==> src/rtl/bram_stream_reader.sv <==
// ---------------------------------------------------------------------------
// bram_stream_reader
//
// Read-side sequencer for a single-port BRAM that has a registered read port
// with one cycle of latency. A start command captures a base address and a
// word count. The block then reads that many consecutive words and presents
// them downstream as a valid/ready stream, with m_last_o marking the final
// word. Addresses wrap modulo RAM_DEPTH.
//
// Handshake: a word transfers on a rising edge where m_valid_o && m_ready_i.
// Once m_valid_o is high, m_data_o and m_last_o hold until that transfer
// happens.
//
// Ports:
//   clk_i, rst_i       clock; asynchronous active-high reset
//   start_i            command strobe, sampled only while idle
//   base_addr_i        first read address, captured with start_i
//   len_i              word count 0..RAM_DEPTH, captured with start_i
//   busy_o             transfer in progress (READ, DRAIN, FIN)
//   done_o             one-cycle pulse at transfer end
//   mem_en_o           BRAM enable; high only on read-issue cycles
//   mem_we_o           BRAM write enable, always 0
//   mem_addr_o         BRAM address
//   mem_data_i         BRAM registered read data
//   m_data_o           stream data
//   m_valid_o          stream valid
//   m_ready_i          stream ready
//   m_last_o           final word of the transfer
// ---------------------------------------------------------------------------
module bram_stream_reader #(
    parameter int RAM_WIDTH     = 8,
    parameter int RAM_ADDR_BITS = 10
) (
    input  logic                     clk_i,
    input  logic                     rst_i,
    input  logic                     start_i,
    input  logic [RAM_ADDR_BITS-1:0] base_addr_i,
    input  logic [RAM_ADDR_BITS:0]   len_i,
    output logic                     busy_o,
    output logic                     done_o,
    output logic                     mem_en_o,
    output logic                     mem_we_o,
    output logic [RAM_ADDR_BITS-1:0] mem_addr_o,
    input  logic [RAM_WIDTH-1:0]     mem_data_i,
    output logic [RAM_WIDTH-1:0]     m_data_o,
    output logic                     m_valid_o,
    input  logic                     m_ready_i,
    output logic                     m_last_o
);

    typedef enum logic [1:0] {
        IDLE  = 2'd0,
        READ  = 2'd1,
        DRAIN = 2'd2,
        FIN   = 2'd3
    } state_t;

    state_t state, state_next;

    logic [RAM_ADDR_BITS-1:0] addr;
    logic [RAM_ADDR_BITS:0]   remaining;
    logic                     inflight;
    logic                     inflight_last;

    // Two-entry output FIFO.
    logic [RAM_WIDTH-1:0] fifo_data [2];
    logic [1:0]           fifo_last;
    logic                 rd_ptr;
    logic                 wr_ptr;
    logic [1:0]           fifo_count;

    logic issue;
    logic push;
    logic pop;
    logic credit_ok;

    assign pop  = m_valid_o & m_ready_i;
    assign push = inflight;

    // credit = 2 - fifo_count - inflight + pop; a read may issue when credit > 0,
    // i.e. fifo_count + inflight <= 1 + pop. This bounds buffered plus
    // in-flight words to two, so the FIFO cannot overflow.
    assign credit_ok = ({1'b0, fifo_count} + {2'b00, inflight}) <= (3'd1 + {2'b00, pop});

    assign issue = (state == READ) && (remaining != '0) && credit_ok;

    // ------------------------------------------------------------------
    // FSM
    // ------------------------------------------------------------------
    always_ff @(posedge clk_i or posedge rst_i) begin
        if (rst_i) begin
            state <= IDLE;
        end else begin
            state <= state_next;
        end
    end

    always_comb begin
        state_next = state;
        case (state)
            IDLE: begin
                if (start_i) begin
                    state_next = (len_i == '0) ? FIN : READ;
                end
            end
            READ: begin
                if (issue && (remaining == 1)) begin
                    state_next = DRAIN;
                end
            end
            DRAIN: begin
                // The word tagged last is the final one of the transfer, so its
                // handshake means the FIFO and the read pipeline are both empty.
                if (pop && m_last_o) begin
                    state_next = FIN;
                end
            end
            FIN: begin
                state_next = IDLE;
            end
            default: begin
                state_next = IDLE;
            end
        endcase
    end

    assign busy_o = (state != IDLE);
    assign done_o = (state == FIN);

    // ------------------------------------------------------------------
    // Address / count / in-flight tracking
    // ------------------------------------------------------------------
    always_ff @(posedge clk_i or posedge rst_i) begin
        if (rst_i) begin
            addr          <= '0;
            remaining     <= '0;
            inflight      <= 1'b0;
            inflight_last <= 1'b0;
        end else begin
            if ((state == IDLE) && start_i) begin
                addr      <= base_addr_i;
                remaining <= len_i;
            end else if (issue) begin
                // Natural wrap of the address width gives RAM_DEPTH-1 -> 0.
                addr      <= addr + 1'b1;
                remaining <= remaining - 1'b1;
            end
            // Data appears on mem_data_i the cycle after an issue; inflight
            // stays set only while back-to-back reads keep issuing.
            inflight <= issue;
            if (issue) begin
                inflight_last <= (remaining == 1);
            end
        end
    end

    assign mem_en_o   = issue;
    assign mem_we_o   = 1'b0;
    assign mem_addr_o = addr;

    // ------------------------------------------------------------------
    // Output FIFO
    // ------------------------------------------------------------------
    always_ff @(posedge clk_i or posedge rst_i) begin
        if (rst_i) begin
            for (int i = 0; i < 2; i++) begin
                fifo_data[i] <= '0;
            end
            fifo_last  <= '0;
            rd_ptr     <= 1'b0;
            wr_ptr     <= 1'b0;
            fifo_count <= '0;
        end else begin
            if (push) begin
                fifo_data[wr_ptr] <= mem_data_i;
                fifo_last[wr_ptr] <= inflight_last;
                wr_ptr            <= ~wr_ptr;
            end
            if (pop) begin
                rd_ptr <= ~rd_ptr;
            end
            case ({push, pop})
                2'b10:   fifo_count <= fifo_count + 2'd1;
                2'b01:   fifo_count <= fifo_count - 2'd1;
                default: fifo_count <= fifo_count;
            endcase
        end
    end

    assign m_valid_o = (fifo_count != '0);
    // Gate with valid so no stale entry is visible while the FIFO is empty.
    assign m_data_o  = m_valid_o ? fifo_data[rd_ptr] : '0;
    assign m_last_o  = m_valid_o & fifo_last[rd_ptr];

endmodule

==> config.mk <==
export PLATFORM = sky130hd
export DESIGN_NAME = bram_stream_reader
export DESIGN_NICKNAME = d
export VERILOG_FILES = /design/src/rtl/bram_stream_reader.sv
export SDC_FILE = /design/constraint.sdc
export NUM_CORES = 1
export LEC_CHECK = 0
export ABC_AREA = 1
export CAP_MARGIN = 30
export CORE_MARGIN = 5
export CORE_UTILIZATION = 45
export CTS_CLUSTER_SIZE = 10
export DETAILED_ROUTE_END_ITERATION = 6
export GPL_TIMING_DRIVEN = 0
export PLACE_DENSITY = 0.75
export SLEW_MARGIN = 10
export SYNTH_ARGS = -nofsm -noshare
export SYNTH_HDL_FRONTEND = slang
export SYNTH_SLANG_ARGS = --single-unit
==> constraint.sdc <==
create_clock -name clk_i -period 2.85 [get_ports clk_i]
set_input_delay 0.57 -clock clk_i [delete_from_list [all_inputs] [get_ports clk_i]]
set_output_delay 0.57 -clock clk_i [all_outputs]
set_load 0.01 [all_outputs]
==> results.toml, run 1 <==
[status]
outcome = "finished, final reports clean"

[routing]
drt_first_pass_iters = 4
routed-via-count = 2619
initial_drc_count = 104
wirelength_mm = 6.89
drt-wirelength-per-cell_um = 13.0
viasPerCell = 4.95
final_antenna_net_count = 0
detail_route.drc_violations = 0

[placement]
dp_cells = 509
detailed_place.area_mm2 = 0.00345
dpl.hpwl_mm = 5.03
portBuffers = 55
place.gp.congestion = 0.859

[floorplan]
core-area_mm2 = 0.00596
rows = 28
pin_count = 57
chipWidth_um = 88.7
die_y_um = 88.7
initial_core_util_pct = 46.7
die_outline_area_mm2 = 0.00786

[synthesis]
synthesis.nets = 424
ys_seq_area_share_pct = 42.2
synth_largest_type_area_fraction_pct = 42.2
syn-mean-instance-area_um2 = 7.36
netlist_area_mm2 = 0.00278
synth_adder_area_share_pct = 6.11
synth_mux_area_share_pct = 0
synth_cells = 378
yosys_reg_bits = 47
synth_xor_xnor_area_share_pct = 4.09
synth-compound-area-share_pct = 9.84
dominant_combinational_cell_family_by_area_after_synthesis = "simple AND/OR/NAND/NOR gates"
synth_area_leaders = "dfrtp_1, nand2_1, inv_1"
synthSimpleGateAreaFrac_pct = 29.1
synth.yosys.warnings = 0
synth_top_cell_by_area = "dfrtp_1"
synth_cell_type_count = 31

[setup_path]
worst-endpoint-arrival_ps = 2140
slowest_delay_ps = 430
ff2ff_path_depth = 17
critPathCaptureType = "primary output"
critPathKind = "reg2out"
cp.required_ps = 2280
critical_register_to_register_path_startpoint = "fifo_count[0]$_DFFE_PP0P_"
r2r_slack_ps = 270
timing.rr.end = "state[0]$_DFFE_PP0P_"
timing.critical_path.cells = "buf_6, ha_4, inv_2, fa_1, nor2_2, nand2_1, a21oi_2, nand2_2, inv_2, buf_6"
cp_max_fo = 3
crit_slowest_cell = "dfrtp_1"
critical_path.startpoint_type = "register"
startpoint = "fifo_count[0]$_DFFE_PP0P_"
crit_path_end = "mem_en_o"

[layout]
layout.filler_cells = 549
multi_input_area_mm2 = 0.00140
area_grow_syn2layout_pct = 32.4
design_area_mm2 = 0.00369
antenna_cells = 0
layout.core_utilization_pct = 61.9
final_nets = 499
instances_no_fill = 529
final-seq-area_mm2 = 0.00118
drive_gt1_share_pct = 11.7

[pwr]
switching_share_pct = 43.7
p_leak_nw = 1.83
share_comb_of_total_power_pct = 58.6
worst_ir_drop_vdd_mv = 0.553
clock_power_share_pct = 12.2
power.density_mw_per_mm2 = 1150
power.share.sequential_pct = 29.3
netSwitchingPower_mw = 1.85
cell_internal_pwr_mw = 2.38

[clock_network]
htree_levels = 2
cts_hold_buf = 0
tritoncts_clock_tree = "yes"
clk_pin_slew_ps = 90
clk-insertion-delay-late_ps = 310
cts-root-buf = "clkbuf_8"
clock_sink_count = 47
tritoncts.num_buffers = 5
clockBufferDepth = 2

[timing]
rsz_0062_raised_after_global_routing = "true"
final.min_clock_period_ps = 2710
worst_clock_skew_ps = 7.37
finalCritPeriodShare_pct = 94.9
maxClockFrequency_mhz = 370
final_setup_vio_count = 0
final.hold.worst_slack_ps = 497
hold_viol_final = 0
final-max-slew-violation-count = 0

[global_routing]
grt_max_degree = 32
grt_pass1_wl_mm = 11.8
number_of_global_route_vias_before_repair = 2616
grt.total_usage_pct = 19.0
gr-usage-met1_pct = 24.3
grt_most_used_layer = "met2"
antenna_violations_before_repair = 0
gr-total-overflow = 0
use_met3_pct = 4.10
grt_util_met2_pct = 32.8

[job]
max_cap_violations = 0

[min_path]
hold_path.class = "reg2reg"
## critical path, delay by kind of cell, from the launching register on
| kind | cells | cell delay, ps |
|---|---|---|
| DFF | 1 | 430 |
| AOI/OAI and AO/OA | 1 | 180 |
| adders and majority gates | 2 | 570 |
| buffers and inverters | 4 | 370 |
| and+or+nand+nor | 3 | 280 |
## per-layer routing
metal / wire length (um) / up-vias
met5: 0 / -
met4: 60 / 0
met3: 378 / 6
met2: 3420 / 62
met1: 3040 / 1225
li1: - / 1326
## cell type report
cell class | count | share of cell area, %
flip-flops and latches | 47 | 31.9
clock inverters | 3 | 1.26
clock buffers | 5 | 1.87
inverters | 45 | 4.65
repair buffers | 68 | 18.0
well taps | 75 | 2.55
multi-input cells | 276 | 38.0
plain buffers | 10 | 1.73
## cells in the final DEF, fill, tap and decap left out, drive strengths merged, types with 6 or more instances in the layout
| cell type | Yosys | routed |
|---|---|---|
| buf | 7 | 21 |
| xnor2 | 7 | 7 |
| a21oi | 11 | 11 |
| nor2 | 21 | 21 |
| dfrtp | 47 | 47 |
| clkbuf | 3 | 8 |
| xor2 | 6 | 6 |
| nand3 | 23 | 23 |
| inv | 44 | 45 |
| ha | 12 | 12 |
| clkdlybuf4s50 | 0 | 53 |
| o21ai | 38 | 38 |
| nand2 | 148 | 148 |
## through the flow
stage	power, mW	setup TNS [ps]	setup slack [ps]
5_1_grt	4.64	-22.5	-22.5
3_5_place_dp	3.51	-1440	-702
4_1_cts	4.15	0	7.20
6_report	4.23	0	145
2_1_floorplan	2.70	0	385
3_3_place_gp	3.43	-1080	-679
## logic make-up (layout without fill, tap and decap cells)
family                     count (synthesis)  after routing
AOI/OAI and AO/OA                         51             51
xor gates and xnor gates                  13             13
adders and majority gates                 13             13
buffers and inverters                     55            131
DFF                                       47             47
other                                      1              1
and+or+nand+nor                          198            198
## cells in the mapped netlist
cell type / instances
a21oi_1: 11
a31oi_1: 1
buf_2: 3
buf_4: 2
buf_6: 2
clkbuf_1: 3
clkinv_1: 1
conb_1: 1
dfrtp_1: 47
fa_1: 1
ha_1: 12
inv_1: 42
inv_2: 1
inv_4: 1
nand2_1: 145
nand2_2: 2
nand2_4: 1
nand3_1: 21
nand3_2: 2
nand4_1: 2
nor2_1: 20
nor2_2: 1
nor3_1: 1
nor4_1: 1
o211ai_1: 1
o21ai_0: 30
o21ai_1: 4
o21ai_2: 4
or2_2: 2
xnor2_1: 7
xor2_1: 6
## registers in the layout, indices dropped and copies added (netlist names), 2 cells and up
signal and cells:
fifo_count 2, state 2, remaining 11, fifo_data 16, fifo_last 2, mem_addr_o 10
## power by group through the flow
stage / registers (mW) / logic, mW / clock network, mW
after detailed placement: 1.24 / 2.27 / 0
after floorplan: 1.21 / 1.48 / 0
final: 1.24 / 2.48 / 0.515
after CTS: 1.23 / 2.40 / 0.521
after global routing: 1.28 / 2.81 / 0.554
after global placement: 1.23 / 2.20 / 0
## timing repair
item | in CTS | in global routing
resized for setup | 9 | 9
setup endpoints to repair | 1 | 1
setup buffers | 8 | 4
pin swaps | 4 | 6
## how the worst min path moves through the flow
| stage | from | endpoint | slack [ps] | cells after the start |
|---|---|---|---|---|
| 3_3_place_gp | fifo_data[3]$_DFFE_PP0P_ | fifo_data[3]$_DFFE_PP0P_ | 470 | 2 |
| 6_report | fifo_data[9]$_DFFE_PP0P_ | fifo_data[9]$_DFFE_PP0P_ | 500 | 2 |
| 2_1_floorplan | remaining[10]$_DFFE_PP0P_ | remaining[10]$_DFFE_PP0P_ | 450 | 2 |
| 3_5_place_dp | fifo_data[2]$_DFFE_PP0P_ | fifo_data[2]$_DFFE_PP0P_ | 480 | 2 |
| 4_1_cts | fifo_data[2]$_DFFE_PP0P_ | fifo_data[2]$_DFFE_PP0P_ | 500 | 2 |
| 5_1_grt | wr_ptr$_DFFE_PP0P_ | wr_ptr$_DFFE_PP0P_ | 520 | 1 |
No activity file was read; power rests on OpenSTA's default activity.
==> inputs of run 2 (changes only) <==
- CORE_MARGIN: 5 -> unset
- PLACE_DENSITY: 0.75 -> 0.78
- SKIP_LAST_GASP: unset -> 1
- clock period: 2.85 -> 2.4 ns (I/O delays scaled with it)
==> run 2 against run 1 <==
Against the previous run:
- clock power is 32% higher
- the run now ends with negative setup slack left
- critical endpoint unchanged
- setup slack lost 310 ps
- die area decreased by 17%
- global-route usage grew 3.3 points
- register-to-register slack lost 140 ps
- largest cell class unchanged
- non-clock buffer count decreased by 1
==> results.toml, run 2 (synthesis gave the netlist of run 1 again) <==
[layout]
layout.filler_cells = 522
layout.cells.most_common_list = "nand2_1, clkdlybuf4s50_1, dfrtp_1"
drive_gt1_share_pct = 12.4
layout_commonest_cell = "nand2_1"
design_area_mm2 = 0.00377
area_grow_syn2layout_pct = 35.4
largest-register = "fifo_data"
antenna_cells = 0
largest_register_ffs = 16
final_nets = 498
multi_input_area_mm2 = 0.00143
final-seq-area_mm2 = 0.00118

[routing]
routed-via-count = 2628
routed-wl-met2_mm = 3.30
wirelength_met1_mm = 2.84
drt-wirelength-per-cell_um = 12.6
wirelength_mm = 6.65
dr.max_layer_used = "met4"
initial_drc_count = 120
drt_first_pass_iters = 4
viasPerCell = 4.98
final_antenna_net_count = 0
detail_route.drc_violations = 0
met3_wirelength_um = 413

[timing]
max_slew_margin_pct = 64.3
final.min_clock_period_ps = 2560
worst_clock_skew_ps = 4.40
final-max-slew-violation-count = 0
finalCritPeriodShare_pct = 107
tightest_slew_ps = 535
finalWorstSetupSlack_ps = -161
hold_viol_final = 0
rsz_0062_raised_after_global_routing = "true"
maxClockFrequency_mhz = 390
final_setup_vio_count = 1
final.hold.worst_slack_ps = 489

[global_routing]
grt_pass1_wl_mm = 11.2
gr-total-overflow = 0
grt.total_usage_pct = 22.3
number_of_global_route_vias_before_repair = 2543
grt_max_degree = 26
antenna_violations_before_repair = 0

[setup_path]
critical_path.startpoint_type = "register"
critPathKind = "reg2out"
cp_max_fo = 3
cp.required_ps = 1920
r2r_slack_ps = 130
worst-endpoint-arrival_ps = 2080
critPathCaptureType = "primary output"

[clock_network]
tritoncts_clock_tree = "yes"
htree_levels = 2
clock_sink_count = 47
clk_pin_slew_ps = 90
clk-insertion-delay-late_ps = 300
clockBufferDepth = 2
tritoncts.num_buffers = 5
cts-root-buf = "clkbuf_8"

[placement]
dpl.hpwl_mm = 4.78
portBuffers = 55
place.gp.congestion = 0.895
detailed_place.area_mm2 = 0.00346
place_worst_setup_slack_ps = -959

[pwr]
netSwitchingPower_mw = 2.21
p_leak_nw = 1.91
switching_share_pct = 42.4
cell_internal_pwr_mw = 3.00
power.share.sequential_pct = 28.2
worst_ir_drop_vdd_mv = 0.754
share_comb_of_total_power_pct = 58.7
clock_power_share_pct = 13.1
fin_total_pwr_mw = 5.20
power.density_mw_per_mm2 = 1380

[job]
max_cap_violations = 0

[floorplan]
die_outline_area_mm2 = 0.00651
initial_core_util_pct = 46.7
die_y_um = 80.7
chipWidth_um = 80.7
core-area_mm2 = 0.00596
pin_count = 57
rows = 28

[min_path]
hold_path.class = "reg2reg"

[status]
failing_checks = "negative setup slack"
outcome = "complete, but fails checks"
## run 2: changes by cell type in the layout (fill, tap and decap cells not counted), moves of 2 or more
| cell | previous run | this run |
|---|---|---|
| clkdlybuf4s50_1 | 53 | 49 |
| dlymetal6s2s_1 | 0 | 4 |
| buf_4 | 13 | 10 |
| nand2_1 | 143 | 141 |
| nand2_2 | 3 | 5 |
## run 2: final timing paths
| kind | from | end | depth (start not counted) |
|---|---|---|---|
| setup / recovery | fifo_count[0]$_DFFE_PP0P_ | mem_en_o | 10 |
| hold / removal | remaining[10]$_DFFE_PP0P_ | remaining[10]$_DFFE_PP0P_ | 2 |
| setup reg to reg | fifo_count[0]$_DFFE_PP0P_ | mem_addr_o[3]$_DFFE_PP0P_ | 14 |
| hold reg to reg | remaining[10]$_DFFE_PP0P_ | remaining[10]$_DFFE_PP0P_ | 2 |
| max in group asynchronous | rst_i | remaining[8]$_DFFE_PP0P_ | 3 |
| min in group asynchronous | rst_i | wr_ptr$_DFFE_PP0P_ | 2 |
## run 2: through the flow
stage,setup TNS [ps],utilization (%),std cells
after global routing,-300,63.3,528
after floorplan,0,-,378
after detailed placement,-9030,58.0,509
after CTS,-340,62.0,526
final,-161,63.3,528
after global placement,-14810,57.6,508
## run 2: what timing repair did
item                                    in CTS  in global routing
endpoints found under the setup margin      20                 24
hold buffers                                 0                  0
cloned                                       0                  1
setup buffers                                9                  6
pin swaps                                    6                  3
resized for setup                           19                 13
## run 2: cell type report
type | count | share of cell area (%)
multi-input cells | 276 | 37.9
clock inverters | 2 | 1.59
well taps | 75 | 2.49
repair buffers | 67 | 18.4
clock buffers | 6 | 1.93
plain buffers | 10 | 1.89
inverters | 45 | 4.65
flip-flops and latches | 47 | 31.2
## run 2: power by group through the flow
stage | logic (mW) | clock network [mW] | registers, mW
global route | 3.41 | 0.732 | 1.52
global placement | 2.58 | 0 | 1.46
floorplan | 1.76 | 0 | 1.44
CTS | 2.91 | 0.693 | 1.46
detailed placement | 2.68 | 0 | 1.47
finish | 3.05 | 0.681 | 1.47
## run 2: worst max-delay path, cell delays in order, from the launching register on
cell and delay, ps:
dfrtp_1 410, buf_6 130, ha_4 150, inv_2 50, fa_1 410, nor2_2 120
nand2_1 80, a21oi_2 160, nand2_2 80, inv_2 80, buf_6 100
## run 2: metal layers
layer	global-route usage [%]	vias up
met5	0	-
met2	39.8	97
met4	7.86	0
met1	26.6	1203
met3	4.20	9
li1	-	1319
==> inputs of run 3 (changes only) <==
- CORE_UTILIZATION: 45 -> 47
- PLACE_DENSITY: 0.78 -> 0.81
- SETUP_SLACK_MARGIN: unset -> 0.02
==> run 3 against run 2 <==
Against the previous run:
- the flow still finishes with violations (negative setup slack)
- flip-flop and latch count unchanged
- hold slack improved by 1.2 ps
- setup slack got worse by 63 ps
- total power shrank 3.2%
- final cell count down 0.95%
- global-route usage rose by 0.95 points
- clock skew grew 3.0 ps
- non-clock buffer count is 3 lower
- largest power group unchanged
==> results.toml, run 3 (synthesis gave the netlist of run 1 again) <==
[setup_path]
timing.critical_path.cells = "buf_6, ha_4, inv_2, fa_1, nor2_2, nand2_1, a21oi_2, nand2_2, inv_2, buf_6"
cp.required_ps = 1920
critPathCaptureType = "primary output"
cp_max_fo = 3
ff2ff_path_depth = 14
critical_path.startpoint_type = "register"
critical_register_to_register_path_startpoint = "fifo_count[0]$_DFFE_PP0P_"
timing.rr.end = "remaining[6]$_DFFE_PP0P_"
critPathKind = "reg2out"
worst-endpoint-arrival_ps = 2140
slowest_delay_ps = 420
crit_slowest_cell = "dfrtp_1"
r2r_slack_ps = 50

[routing]
drt_first_pass_iters = 4
final_antenna_net_count = 0
met3_wirelength_um = 319
drt-wirelength-per-cell_um = 13.0
viasPerCell = 5.14
wirelength_met1_mm = 2.88
detail_route.drc_violations = 0
wirelength_mm = 6.78
routed-via-count = 2687
initial_drc_count = 139
routed-wl-met2_mm = 3.50
dr.max_layer_used = "met4"

[global_routing]
grt.total_usage_pct = 23.3
number_of_global_route_vias_before_repair = 2592
antenna_violations_before_repair = 0
gr-total-overflow = 0
grt_pass1_wl_mm = 11.5
grt_max_degree = 26

[placement]
dpl.hpwl_mm = 4.96
portBuffers = 55
place.gp.congestion = 0.898
place_worst_setup_slack_ps = -1010
dp_cells = 506

[timing]
hold_viol_final = 0
rsz_0062_raised_after_global_routing = "true"
final_setup_vio_count = 1
final.hold.worst_slack_ps = 490
final.min_clock_period_ps = 2620
fin_tns_setup_ps = -224
finalCritPeriodShare_pct = 109
finalWorstSetupSlack_ps = -224
worst_clock_skew_ps = 7.44
max_slew_margin_pct = 64.9
tightest_slew_ps = 526
final-max-slew-violation-count = 0
maxClockFrequency_mhz = 381

[pwr]
switching_share_pct = 43.7
cell_internal_pwr_mw = 2.84
netSwitchingPower_mw = 2.20
p_leak_nw = 1.82
power.share.sequential_pct = 29.2
worst_ir_drop_vdd_mv = 0.804
share_comb_of_total_power_pct = 58.9
clock_power_share_pct = 11.9
power.density_mw_per_mm2 = 1360

[min_path]
hold-path-cell-count = 2
hold_path_end = "remaining[10]$_DFFE_PP0P_"
worstHoldStart = "remaining[10]$_DFFE_PP0P_"
hold_path.class = "reg2reg"

[layout]
drive_gt1_share_pct = 11.8
layout.core_utilization_pct = 65.9
antenna_cells = 0
layout.cells.most_common_list = "nand2_1, clkdlybuf4s50_1, dfrtp_1"
final_nets = 496
area_grow_syn2layout_pct = 32.7
largest-register = "fifo_data"
instances_no_fill = 523
largest_register_ffs = 16
layout_commonest_cell = "nand2_1"

[clock_network]
htree_levels = 2
clockBufferDepth = 2
clk_pin_slew_ps = 90
tritoncts_clock_tree = "yes"
clk-insertion-delay-late_ps = 300
clock_sink_count = 47
cts_hold_buf = 0
cts-root-buf = "clkbuf_8"
tritoncts.num_buffers = 5

[status]
failing_checks = "negative setup slack"
outcome = "complete, but fails checks"

[floorplan]
rows = 27
initial_core_util_pct = 49.6
pin_count = 57
die_y_um = 79.0
core-area_mm2 = 0.00561
die_outline_area_mm2 = 0.00623
chipWidth_um = 79.0

[job]
max_cap_violations = 0
run 3: cell count changes in the layout (fill, tap and decap cells not counted), sizes merged:
cell,previous run,this run
dlymetal6s2s,4,0
buf,19,17
bufinv,2,1
clkbuf,10,9
clkinvlp,0,2
clkdlybuf4s50,49,53
run 3: worst max-delay path by stage:
| stage | end | from | slack, ps |
|---|---|---|---|
| after floorplan | mem_en_o | fifo_count[1]$_DFFE_PP0P_ | 20 |
| after global placement | mem_en_o | m_ready_i | -950 |
| after detailed placement | mem_en_o | m_ready_i | -1010 |
| after CTS | mem_en_o | fifo_count[0]$_DFFE_PP0P_ | -190 |
| after global routing | mem_en_o | fifo_count[0]$_DFFE_PP0P_ | -310 |
| final | mem_en_o | fifo_count[0]$_DFFE_PP0P_ | -220 |
run 3: worst max-delay path: cells and delay by family (launching register included):
family                     cells  cell delay [ps]
DFF                            1              420
and+or+nand+nor                3              320
AOI/OAI and AO/OA              1              180
adders and majority gates      2              570
buffers and inverters          4              370
run 3: per-stage QoR:
stage          total power [mW]  instance area, um^2
3_3_place_gp               4.04                 3420
2_1_floorplan              3.20                 2780
3_5_place_dp               4.16                 3440
5_1_grt                    5.50                 3690
4_1_cts                    4.94                 3640
6_report                   5.04                 3690
run 3: power by group through the flow:
stage / registers (mW) / clock network (mW) / logic (mW)
3_3_place_gp: 1.46 / 0 / 2.59
5_1_grt: 1.52 / 0.651 / 3.33
6_report: 1.47 / 0.602 / 2.96
4_1_cts: 1.47 / 0.620 / 2.86
3_5_place_dp: 1.47 / 0 / 2.69
2_1_floorplan: 1.44 / 0 / 1.76
run 3: final cells by class:
cell class,instances,area [um^2]
Clock buffer,6,82.6
Timing Repair Buffer,64,634
Sequential cell,47,1180
Buffer,10,71.3
Tap cell,72,90.1
Inverter,45,175
Clock inverter,2,35.0
Timing Repair inverter,1,7.51
Fill cell,497,1910
Multi-Input combinational cell,276,1420
run 3: what timing repair did:
action	4_1_cts	5_1_grt
setup endpoints to repair	24	27
cloned	0	1
resized for setup	20	7
pin swaps	5	5
hold endpoints to repair	0	0
buffers inserted	6	2
run 3: routing by layer:
metal | vias to the layer above | track usage (%)
met1 | 1279 | 29.5
met3 | 7 | 3.56
met5 | - | 0
li1 | 1321 | -
met2 | 80 | 40.8
met4 | 0 | 7.09
